==> config.mk <==
export PLATFORM = sky130hd
export DESIGN_NAME = cpl_serial_adder_ctrl_flat
export DESIGN_NICKNAME = d
export VERILOG_FILES = /design/src/rtl/cpl_serial_adder_ctrl_if.sv /design/src/rtl/cpl_serial_adder_ctrl.sv /design/src/flat_wrapper.sv
export SDC_FILE = /design/constraint.sdc
export NUM_CORES = 1
export LEC_CHECK = 0
export CAP_MARGIN = 25
export CORE_MARGIN = 2
export CORE_UTILIZATION = 44
export DETAILED_ROUTE_END_ITERATION = 10
export PLACE_DENSITY = 0.67
export RECOVER_POWER = 25
export SYNTH_ARGS = -nofsm -noshare
export SYNTH_HDL_FRONTEND = slang
export SYNTH_SLANG_ARGS = --single-unit
==> constraint.sdc <==
create_clock -name clk -period 2.33 [get_ports clk]
set_input_delay 0.233 -clock clk [delete_from_list [all_inputs] [get_ports clk]]
set_output_delay 0.233 -clock clk [all_outputs]
set_load 0.02 [all_outputs]
==> src/rtl/cpl_serial_adder_ctrl_if.sv <==
// Handshake and operand/result bus between the synchronous datapath and the CPL serial controller.
// The subtract request port exists only when CPL_SERIAL_SUB_EN is defined.
interface cpl_serial_adder_ctrl_if #(
  parameter int W = 8
);
  logic         start;
  logic [W-1:0] op_a;
  logic [W-1:0] op_b;
  logic         cin;
`ifdef CPL_SERIAL_SUB_EN
  logic         sub;
`endif
  logic         busy;
  logic         done;
  logic [W-1:0] result;
  logic         cout;
  logic         rail_err;

`ifdef CPL_SERIAL_SUB_EN
  modport master (
    output start, op_a, op_b, cin, sub,
    input  busy, done, result, cout, rail_err
  );

  modport slave (
    input  start, op_a, op_b, cin, sub,
    output busy, done, result, cout, rail_err
  );
`else
  modport master (
    output start, op_a, op_b, cin,
    input  busy, done, result, cout, rail_err
  );

  modport slave (
    input  start, op_a, op_b, cin,
    output busy, done, result, cout, rail_err
  );
`endif
endinterface

==> src/rtl/cpl_serial_adder_ctrl.sv <==
// Bit-serial initiator for a dual-rail CPL full-adder cell: drives complementary A/B/C rails LSB first,
// samples Sum/Carry after SETTLE cycles, chains the carry and checks rail complementarity.
// Optional macro CPL_SERIAL_SUB_EN adds a subtract mode (B rails inverted, bit-0 carry forced to 1).
module cpl_serial_adder_ctrl #(
  parameter int W      = 8,
  parameter int SETTLE = 2
) (
  input  logic clk,
  input  logic rst,
  cpl_serial_adder_ctrl_if.slave bus,
  output logic fa_a,
  output logic fa_abar,
  output logic fa_b,
  output logic fa_bbar,
  output logic fa_c,
  output logic fa_cbar,
  input  logic fa_sum,
  input  logic fa_sumbar,
  input  logic fa_carry,
  input  logic fa_carrybar
);

  localparam int IW = (W > 1) ? $clog2(W) : 1;
  localparam int CW = (SETTLE > 1) ? $clog2(SETTLE) : 1;

  typedef enum logic [1:0] {
    IDLE,
    DRIVE,
    DONE
  } state_t;

  state_t state;
  state_t state_nxt;

  logic [IW-1:0] idx;
  logic [CW-1:0] cnt;
  logic [W-1:0]  a_sh;
  logic [W-1:0]  b_sh;
  logic [W-2:0]  sum_sr;
  logic [W-1:0]  result_q;
  logic          cout_q;
  logic          rail_err_q;

  logic          accept;
  logic          sample;
  logic          last_cnt;
  logic          last_bit;
  logic          rail_bad;
  logic [W-1:0]  b_in;
  logic          c_in;

  always_ff @(posedge clk) begin
    if (rst) begin
      state <= IDLE;
    end else begin
      state <= state_nxt;
    end
  end

  always_comb begin
    state_nxt = state;
    accept    = 1'b0;
    sample    = 1'b0;
    last_cnt  = (cnt == CW'(SETTLE - 1));
    last_bit  = (idx == IW'(W - 1));
    case (state)
      IDLE: begin
        if (bus.start) begin
          accept    = 1'b1;
          state_nxt = DRIVE;
        end
      end
      DRIVE: begin
        if (last_cnt) begin
          sample = 1'b1;
          if (last_bit) begin
            state_nxt = DONE;
          end
        end
      end
      DONE: begin
        state_nxt = IDLE;
      end
      default: begin
        state_nxt = IDLE;
      end
    endcase
  end

  // Subtraction is a + ~b + 1, so B is stored already inverted and the carry chain starts at 1.
  always_comb begin
`ifdef CPL_SERIAL_SUB_EN
    b_in = bus.sub ? ~bus.op_b : bus.op_b;
    c_in = bus.sub | bus.cin;
`else
    b_in = bus.op_b;
    c_in = bus.cin;
`endif
  end

  assign rail_bad = (fa_sum == fa_sumbar) || (fa_carry == fa_carrybar);

  // Operands are kept as shift registers so the next bit to drive is always at position 0;
  // the rails themselves act as the carry register between bits.
  always_ff @(posedge clk) begin
    if (rst) begin
      idx        <= '0;
      cnt        <= '0;
      a_sh       <= '0;
      b_sh       <= '0;
      sum_sr     <= '0;
      result_q   <= '0;
      cout_q     <= 1'b0;
      rail_err_q <= 1'b0;
      fa_a       <= 1'b0;
      fa_abar    <= 1'b0;
      fa_b       <= 1'b0;
      fa_bbar    <= 1'b0;
      fa_c       <= 1'b0;
      fa_cbar    <= 1'b0;
    end else if (accept) begin
      idx        <= '0;
      cnt        <= '0;
      a_sh       <= {1'b0, bus.op_a[W-1:1]};
      b_sh       <= {1'b0, b_in[W-1:1]};
      sum_sr     <= '0;
      rail_err_q <= 1'b0;
      fa_a       <= bus.op_a[0];
      fa_abar    <= ~bus.op_a[0];
      fa_b       <= b_in[0];
      fa_bbar    <= ~b_in[0];
      fa_c       <= c_in;
      fa_cbar    <= ~c_in;
    end else if (state == DRIVE) begin
      if (sample) begin
        cnt <= '0;
        if (rail_bad) begin
          rail_err_q <= 1'b1;
        end
        if (last_bit) begin
          result_q <= {fa_sum, sum_sr};
          cout_q   <= fa_carry;
          fa_a     <= 1'b0;
          fa_abar  <= 1'b0;
          fa_b     <= 1'b0;
          fa_bbar  <= 1'b0;
          fa_c     <= 1'b0;
          fa_cbar  <= 1'b0;
        end else begin
          sum_sr[idx] <= fa_sum;
          idx         <= idx + IW'(1);
          a_sh        <= {1'b0, a_sh[W-1:1]};
          b_sh        <= {1'b0, b_sh[W-1:1]};
          fa_a        <= a_sh[0];
          fa_abar     <= ~a_sh[0];
          fa_b        <= b_sh[0];
          fa_bbar     <= ~b_sh[0];
          fa_c        <= fa_carry;
          fa_cbar     <= ~fa_carry;
        end
      end else begin
        cnt <= cnt + CW'(1);
      end
    end
  end

  assign bus.busy     = (state == DRIVE);
  assign bus.done     = (state == DONE);
  assign bus.result   = result_q;
  assign bus.cout     = cout_q;
  assign bus.rail_err = rail_err_q;

endmodule

==> src/flat_wrapper.sv <==
// flat-port wrapper written by rule: the top's interface ports become plain ports
module cpl_serial_adder_ctrl_flat 
#(
  parameter int W      = 8,
  parameter int SETTLE = 2
)
  (clk, rst, fa_a, fa_abar, fa_b, fa_bbar, fa_c, fa_cbar, fa_sum, fa_sumbar, fa_carry, fa_carrybar, bus_start, bus_op_a, bus_op_b, bus_cin, bus_busy, bus_done, bus_result, bus_cout, bus_rail_err);
  cpl_serial_adder_ctrl_if #(.W(W)) bus_i ();
  input  logic clk;
  input  logic rst;
  output logic fa_a;
  output logic fa_abar;
  output logic fa_b;
  output logic fa_bbar;
  output logic fa_c;
  output logic fa_cbar;
  input  logic fa_sum;
  input  logic fa_sumbar;
  input  logic fa_carry;
  input  logic fa_carrybar;
  input wire logic [$bits(bus_i.start)-1:0] bus_start;
  input wire logic [$bits(bus_i.op_a)-1:0] bus_op_a;
  input wire logic [$bits(bus_i.op_b)-1:0] bus_op_b;
  input wire logic [$bits(bus_i.cin)-1:0] bus_cin;
  output wire logic [$bits(bus_i.busy)-1:0] bus_busy;
  output wire logic [$bits(bus_i.done)-1:0] bus_done;
  output wire logic [$bits(bus_i.result)-1:0] bus_result;
  output wire logic [$bits(bus_i.cout)-1:0] bus_cout;
  output wire logic [$bits(bus_i.rail_err)-1:0] bus_rail_err;
  assign bus_i.start = bus_start;
  assign bus_i.op_a = bus_op_a;
  assign bus_i.op_b = bus_op_b;
  assign bus_i.cin = bus_cin;
  assign bus_busy = bus_i.busy;
  assign bus_done = bus_i.done;
  assign bus_result = bus_i.result;
  assign bus_cout = bus_i.cout;
  assign bus_rail_err = bus_i.rail_err;
  cpl_serial_adder_ctrl #(.W(W), .SETTLE(SETTLE)) u_core (.clk(clk), .rst(rst), .bus(bus_i), .fa_a(fa_a), .fa_abar(fa_abar), .fa_b(fa_b), .fa_bbar(fa_bbar), .fa_c(fa_c), .fa_cbar(fa_cbar), .fa_sum(fa_sum), .fa_sumbar(fa_sumbar), .fa_carry(fa_carry), .fa_carrybar(fa_carrybar));
endmodule
After elaboration in Yosys (flattened, before gate mapping)
Cells that the tools add are included.
{"block": "totals", "regBits": 43, "output_inout_bits": 18, "ram_bits": 0, "latch_bits": 0, "rom_bits": 0, "mem_count": 0}
{"block": "classes", "n_addsub": 2, "n_shift": 0, "div": 0, "n_lt_le_gt_ge": 2, "n_reduce_logical": 12, "bitwise_logic": 8, "n_mul": 0, "mux": 44, "n_eq_ne": 9}
{"op": "7-bit 2-to-1 mux", "count": 8}
{"op": "1-bit 2-to-1 mux", "count": 30}
{"op": "3-bit AND reduction", "count": 4}
{"op": "1-bit inverter", "count": 8}
{"op": "7-bit bitwise mux", "count": 1}
{"op": "2-bit 2-to-1 mux", "count": 3}
{"op": "2-bit by 1-bit != test with 1-bit output, second input constant", "count": 3}
{"op": "3-bit by 4-bit < comparator with 1-bit output, second input constant", "count": 1}
{"op": "2-bit one-hot mux with 2 select lines", "count": 1}
{"op": "4-bit AND reduction", "count": 1}
{"op": "2-bit nonzero test", "count": 2}
{"op": "3-bit by 1-bit adder with 3-bit output, second input constant", "count": 1}
{"op": "1-bit demux with 3-bit select", "count": 1}
{"op": "3-bit equality test, second input constant", "count": 1}
{"op": "3-bit by 1-bit >= comparator with 1-bit output, second input constant", "count": 1}
{"op": "1-bit equality test", "count": 2}
{"op": "2-bit by 1-bit equality test with 1-bit output, second input constant", "count": 1}
{"op": "2-bit equality test, second input constant", "count": 1}
{"op": "2-bit logical NOT", "count": 1}
{"op": "2-bit != test, second input constant", "count": 1}
{"op": "2-bit AND reduction", "count": 1}
{"op": "2-bit OR reduction", "count": 1}
{"op": "1-bit adder, second input constant", "count": 1}
{"op": "1-bit logical AND", "count": 1}
{"op": "1-bit logical OR", "count": 1}

Longest topological paths before layout
Gate-level depths: netlist (run 1).
{"block": "logic_depth", "depth_word": 5, "depth_mapped": 7}

Worst setup path before layout (run 1)
Ideal clock, no wire load.
{"block": "synth_path", "path_type": "register to register", "start": "register u_core.idx[0]", "end": "register u_core.a_sh[0]", "period_less_slack_ns": 1.683, "arrival_time_ns": 1.579, "setup_time_ns": 0.103, "required_time_ns": 2.227, "path_stages_with_launch": 8, "path_slack_ns": 0.647, "path_cell_list": "dfxtp_1 ha_1 ha_1 buf_2 and3b_1 buf_2 nor3_1 a2111oi_2"}
{"block": "synth_via", "elab_chain_len": 3}
{"item": "start, declared", "line_no": "cpl_serial_adder_ctrl.sv:35", "source": "logic [IW-1:0] idx;"}
{"item": "start signal, assigned", "line_no": "cpl_serial_adder_ctrl.sv:151", "source": "idx <= idx + IW'(1);"}
{"item": "3-bit equality test", "line_no": "cpl_serial_adder_ctrl.sv:65", "source": "last_bit = (idx == IW'(W - 1));"}
{"item": "2-bit by 1-bit != test with 1-bit output (no line)"}
{"item": "3-bit AND reduction (no line)"}
{"item": "end signal, assigned", "line_no": "cpl_serial_adder_ctrl.sv:124", "source": "a_sh <= {1'b0, bus.op_a[W-1:1]};"}
{"item": "end signal, assigned", "line_no": "cpl_serial_adder_ctrl.sv:152", "source": "a_sh <= {1'b0, a_sh[W-1:1]};"}
{"item": "end, declared", "line_no": "cpl_serial_adder_ctrl.sv:37", "source": "logic [W-1:0] a_sh;"}
Every way passes these cells.
A chain may end at the register's enable or synchronous reset.

Final worst setup path (run 1)
{"block": "layout_path", "start": "register u_core.state[0]", "end": "output port bus_busy"}
{"block": "layout_via", "elab_chain_len": 1}
{"item": "start, declared", "line_no": "cpl_serial_adder_ctrl.sv:32", "source": "state_t state;"}
{"item": "start signal, assigned", "line_no": "cpl_serial_adder_ctrl.sv:56", "source": "state <= state_nxt;"}
{"item": "2-bit by 1-bit equality test with 1-bit output", "line_no": "cpl_serial_adder_ctrl.sv:167", "source": "assign bus.busy = (state == DRIVE);"}
{"item": "end, declared", "line_no": "flat_wrapper.sv:25", "source": "output wire logic [$bits(bus_i.busy)-1:0] bus_busy;"}
Every way passes these cells.

==> results of run 1 <==
-- through the flow --
| step | hold WS (ns) | area [sq um] | utilization [%] | total power (W) | worst slack (ns) |
|---|---|---|---|---|---|
| after floorplan | 0.369 | 2150 | - | 0.000960 | 0.647 |
| after global placement | 0.444 | 2590 | 54.9 | 0.00105 | 0.442 |
| after detailed placement | 0.443 | 2590 | 54.9 | 0.00105 | 0.355 |
| after CTS | 0.459 | 2680 | 56.7 | 0.00152 | 0.246 |
| after global routing | 0.477 | 2680 | 56.7 | 0.00157 | 0.111 |
| final | 0.452 | 2680 | 56.7 | 0.00151 | 0.242 |
-- power by group through the flow --
stage / Combinational (W) / Sequential [W] / Clock, W
after floorplan: 0.000145 / 0.000815 / 0
after global placement: 0.000235 / 0.000814 / 0
after detailed placement: 0.000238 / 0.000814 / 0
after CTS: 0.000240 / 0.000797 / 0.000487
after global routing: 0.000258 / 0.000802 / 0.000515
final: 0.000234 / 0.000797 / 0.000474
-- flip-flops by register name, summed over array words and instances, names as in the netlist --
signal and flops:
u_core.a_sh 7, u_core.b_sh 7, u_core.bus.cout 1, u_core.bus.rail_err 1, u_core.bus.result 8, u_core.cnt 1
u_core.fa_a 1, u_core.fa_abar 1, u_core.fa_b 1, u_core.fa_bbar 1, u_core.fa_c 1, u_core.fa_cbar 1
u_core.idx 3, u_core.state 2, u_core.sum_sr 7
-- routing by layer --
metal / track usage [%] / up-vias / routed length (microns)
met2: 30.0 / 42 / 2220
li1: - / 940 / -
met3: 4.20 / 5 / 166
met1: 28.1 / 885 / 2400
met5: 0 / - / 0
met4: 6.06 / 0 / 51
-- area by class of cell --
class | instances | area [sq um] | area share (%)
Multi-Input combinational cell | 172 | 1160 | 43.4
Clock buffer | 6 | 72.6 | 2.71
Sequential cell | 43 | 861 | 32.1
Clock inverter | 2 | 12.5 | 0.467
Inverter | 4 | 15.0 | 0.560
Timing Repair Buffer | 49 | 470 | 17.6
Tap cell | 67 | 83.8 | 3.13
-- logic make-up (layout without fill, tap and decap cells) --
group	count (synthesis)	after routing	share of synthesized area [%]
mux	7	7	3.25
flops	43	43	40.0
compound gates	68	68	23.4
fa+ha+maj	2	2	1.16
simple gates	91	91	24.6
xor+xnor	4	4	1.63
buf+inv	25	61	5.98
-- worst max path at each step --
stage / from / endpoint / slack, ns / depth (start not counted)
2_1_floorplan: u_core.idx[0] / u_core.a_sh[0] / 0.65 / 7
3_3_place_gp: u_core.idx[0] / u_core.sum_sr[4] / 0.44 / 6
3_5_place_dp: u_core.idx[0] / u_core.b_sh[3] / 0.35 / 6
4_1_cts: u_core.state[0] / bus_busy / 0.25 / 2
5_1_grt: u_core.idx[0] / u_core.b_sh[3] / 0.11 / 6
6_report: u_core.state[0] / bus_busy / 0.24 / 2
-- critical path: cells and delay by family (launching register included) --
family / cells / cell delay (ns)
flip-flops: 1 / 0.59
AND/OR/NAND/NOR: 1 / 0.32
buffers and inverters: 1 / 0.64
-- cell usage in the layout (no fill, tap or decap), types with 2 or more instances in the layout --
master / instances
dfxtp_1: 43
inv_1: 4
nand2b_1: 2
and4bb_1: 3
nor3_1: 12
buf_4: 8
xor2_1: 2
xnor2_1: 2
ha_1: 2
nand3_1: 3
nor2b_1: 14
nand2_1: 25
a21oi_1: 29
dlygate4sd3_1: 14
a31oi_1: 2
a2111oi_0: 2
clkbuf_8: 5
nand3b_1: 10
clkdlybuf4s50_1: 27
mux2i_1: 7
o21ai_0: 14
or3_1: 2
nand4b_1: 4
a2111oi_2: 12
a21o_1: 3
nor2_1: 9
a22oi_1: 2
==> impl_metrics.toml, run 1 <==
[run_status]
status = "complete, no violations"

[floorplan]
coreArea_sq_mm = 0.00472
fp.dieArea_sq_mm = 0.00547
rows = 25
pin_count = 42
start_util_pct = 45.6
die_h_microns = 74.0
fp.dieW_microns = 74.0

[cells_and_area]
drive_gt1_share_pct = 11.6
nFillCells = 443
fin_cells = 343
n_antenna_cell = 0
area_growth_pct = 24.4
nNetsFinal = 301

[cts]
clk_latency_ns = 0.30
postCtsSetupRepairBufs = 0
clk_path_buf_depth = 2
h-tree-depth = 2
clkSinkCount = 43
cts_tree = "done"
path_clk_slew_ns = 0.08
ctsHoldBuffers = 0
clockRootBuffer = "clkbuf_8"
cts_buffers = 5
cts_resized = 0

[logic_synthesis]
syn_nets = 266
ys_warn_count = 0
syn_inst = 240
synth_seq_cells = 43
synth-seq-area-share_pct = 40.0
synth.top_cell.area_share_pct = 40.0
synth_top_flop_cell = "dfxtp_1"
netlist_top_cells_area = "dfxtp_1 (40%), a2111oi_2 (8.4%), a21oi_1 (6.7%), nand2_1 (4.4%), nor2b_1 (4.1%)"
async_reset_ff_share_pct = 0
ys_types = 39
syn-cell-area_sq_mm = 0.00215
syn_avg_cell_area_sq_um = 8.97
synth_enable_flop_cells = 0
synth.most_common_cell = "dfxtp_1"
ys_top_cells_by_count = "dfxtp_1 (43), a21oi_1 (29), nand2_1 (25)"
yosysTopAreaCell = "dfxtp_1"

[place]
portBuffers = 41
place_hpwl_mm = 3.33
gp_congestion = 0.787
dp.cells = 335

[setup_path]
critPathKind = "flop to output pin"
endpoint_kind = "output pin"
max_stage_delay_ns = 0.64
timing.rr.end = "u_core.b_sh[3]"
cpMaxStageDelayCell = "clkdlybuf4s50_1"
ff2ff_path_depth = 6
worstSetupStartpointType = "flop"
rrSetupSlack_ns = 0.29
r2r-start = "u_core.idx[0]"
crit_chain = "nor2b_2 > clkdlybuf4s50_1"
cp.required_ns = 2.10
cp_data_arrival_time_ns = 1.85
crit_fanout = 13

[grt]
grt_usage_pct = 19.7
grt_max_degree = 25
antenna_found_initial = 0
first_global_vias = 1742
grt_pass1_wl_mm = 8.39
overflow = 0

[timing]
slew_headroom_pct = 65.7
final-max-slew-violation-count = 0
hold_viol_final = 0
tightest_slew_ns = 0.515
rsz0062_at_grt = "false"
fin_crit_ns = 2.09
clock-skew-final_ns = 0.00833
setup_viol = 0
tns_ns = 0
fin_crit_sh_pct = 89.6
max_freq_ghz = 0.479

[hold_path]
hold_end = "u_core.bus.result[0]"
hold_start = "u_core.bus.result[0]"
hold_depth = 2
hp-class = "flop to flop"

[route]
vias_per_cell = 5.46
drtAntennaViolNets = 0
routedWlPerCell_microns = 14.1
wirelength_mm = 4.84
drtIter0Drc = 120
drc_errors = 0
vias = 1872
first_pass_iters = 4

[pwr]
pwr-share-comb_pct = 15.6
clkPwrFrac_pct = 31.5
intPower_w = 0.00109
swShare_pct = 27.4
p_leak_nw = 0.993
switchingPower_w = 0.000413
seq_power_share_pct = 53.0
vdd_drop_max_mv = 0.318
p_per_area_mw_per_mm2 = 562

[run]
cap_viol_max_count = 0
No activity file was read; power rests on OpenSTA's default activity.
==> run 2: changes to the inputs <==
- CORE_ASPECT_RATIO: not set -> 0.75
==> run 2 against run 1 <==
  * Non-clock buffer count fell by 3
  * Total power increased by 8.7%
  * Final cell count decreased by 2.9%
  * Critical path depth is 3 higher
  * Sequential share of layout area shrank 0.31 points
  * Design area is 0.98% higher
  * Clock power is 27% higher
  * Combinational power about the same
  * Critical endpoint is now u_core.sum_sr[2]
  * Largest power group unchanged
==> impl_metrics.toml, run 2 (synthesis gave the netlist of run 1 again) <==
[cts]
clkSinkCount = 43
cts_tree = "done"
h-tree-depth = 2
clk_path_buf_depth = 2
postCtsSetupRepairBufs = 0
clockRootBuffer = "clkbuf_8"
clk_latency_ns = 0.29
ctsHoldBuffers = 0
cts_buffers = 5
cts_resized = 0
path_clk_slew_ns = 0.08

[setup_path]
cpMaxStageDelayCell = "and4bb_1"
max_stage_delay_ns = 0.52
r2r-start = "u_core.idx[0]"
critPathKind = "flop to flop"
endpoint_kind = "flop"
crit_chain = "ha_1 > ha_1 > and4bb_1 > and4bb_1 > mux2i_1"
cp_data_arrival_time_ns = 2.22
cp.required_ns = 2.55
timing.rr.end = "u_core.sum_sr[2]"
rrSetupSlack_ns = 0.32
worstSetupStartpointType = "flop"
crit_fanout = 12
ff2ff_path_depth = 5

[cells_and_area]
area_growth_pct = 25.6
regArea_sq_um = 861
final_common_cell = "dfxtp_1"
largest_register_ffs = 8
fin_cells = 333
drive_gt1_share_pct = 11.0
nFillCells = 442
multi_input_area_sq_mm = 0.00116
layout_common_cells = "dfxtp_1 (43), a21oi_1 (29), clkdlybuf4s50_1 (26)"
nNetsFinal = 298
n_antenna_cell = 0

[pwr]
p_per_area_mw_per_mm2 = 605
p_leak_nw = 1.01
vdd_drop_max_mv = 0.305

[route]
first_pass_iters = 4
routedWlPerCell_microns = 14.2
drtIter0Drc = 119
wirelength_mm = 4.73
vias = 1804
drtAntennaViolNets = 0
vias_per_cell = 5.42
drc_errors = 0

[hold_path]
hold_depth = 2
hp-class = "flop to flop"
hold_start = "u_core.bus.cout"
hold_end = "u_core.bus.cout"

[timing]
rsz0062_at_grt = "false"
whs_ns = 0.451
tns_ns = 0
hold_viol_final = 0
worst_slack_ns = 0.322
fin_crit_sh_pct = 86.2
max_freq_ghz = 0.498
fin_crit_ns = 2.01
final-max-slew-violation-count = 0
setup_viol = 0
slew_headroom_pct = 62.0
tightest_slew_ns = 0.570
clock-skew-final_ns = 0.00923

[place]
gp_congestion = 0.802
place_hpwl_mm = 3.17
dp.cells = 324
place_ws_ns = 0.288
portBuffers = 41

[run_status]
status = "complete, no violations"

[grt]
grt_usage_pct = 17.6
first_global_vias = 1544
grt_max_degree = 41
antenna_found_initial = 0
overflow = 0
grt_pass1_wl_mm = 7.75

[floorplan]
pin_count = 42
rows = 22
fp.dieArea_sq_mm = 0.00548
fp.dieW_microns = 84.8
die_h_microns = 64.6
start_util_pct = 45.0
coreArea_sq_mm = 0.00479

[run]
cap_viol_max_count = 0
## run 2: changes by cell type in the layout (fill, tap and decap cells not counted)
cell,delta
clkbuf_8,+1
dlygate4sd3_1,+1
buf_12,+2
clkinvlp_4,-1
buf_4,-5
clkdlybuf4s50_1,-1
bufinv_16,+1
clkbuf_1,-1
## run 2: metrics by stage
stage | total power [W] | util, % | cell area (sq um)
4_1_cts | 0.00165 | 56.1 | 2690
6_report | 0.00164 | 56.5 | 2710
3_5_place_dp | 0.00105 | 53.6 | 2570
2_1_floorplan | 0.000960 | - | 2150
3_3_place_gp | 0.00105 | 53.6 | 2570
5_1_grt | 0.00170 | 56.5 | 2710
## run 2: cell type report
cell class	instances	share of cell area [%]
Clock buffer	6	3.05
Clock inverter	2	1.30
Inverter	4	0.555
Multi-Input combinational cell	172	43.0
Sequential cell	43	31.8
Tap cell	60	2.78
Timing Repair Buffer	46	17.5
## run 2: worst max-delay path by stage
stage | startpoint | to | slack, ns | depth (start not counted)
global route | u_core.idx[0] | u_core.b_sh[3] | 0.15 | 6
global placement | bus_start | u_core.sum_sr[6] | 0.32 | 4
floorplan | u_core.idx[0] | u_core.a_sh[0] | 0.65 | 7
CTS | u_core.idx[0] | u_core.b_sh[4] | 0.24 | 5
finish | u_core.idx[0] | u_core.sum_sr[2] | 0.32 | 5
detailed placement | u_core.idx[0] | u_core.b_sh[5] | 0.29 | 5
## run 2: layer usage
metal / wire length [microns] / global-route usage [%] / up-vias
li1: - / - / 931
met3: 206 / 3.06 / 2
met5: 0 / 0 / -
met4: 34 / 4.76 / 0
met2: 1820 / 21.9 / 40
met1: 2670 / 29.4 / 831
## run 2: power breakdown
part,switching [W],internal [W]
Combinational,0.000118,0.000116
Clock,0.000255,0.000347
Sequential,0.0000310,0.000768
## run 2: critical path, delay by kind of cell, from the launching register on
kind                       cells  cell delay [ns]
DFF                            1             0.39
adders and majority gates      2             0.55
and+or+nand+nor                2             0.81
muxes                          1             0.19
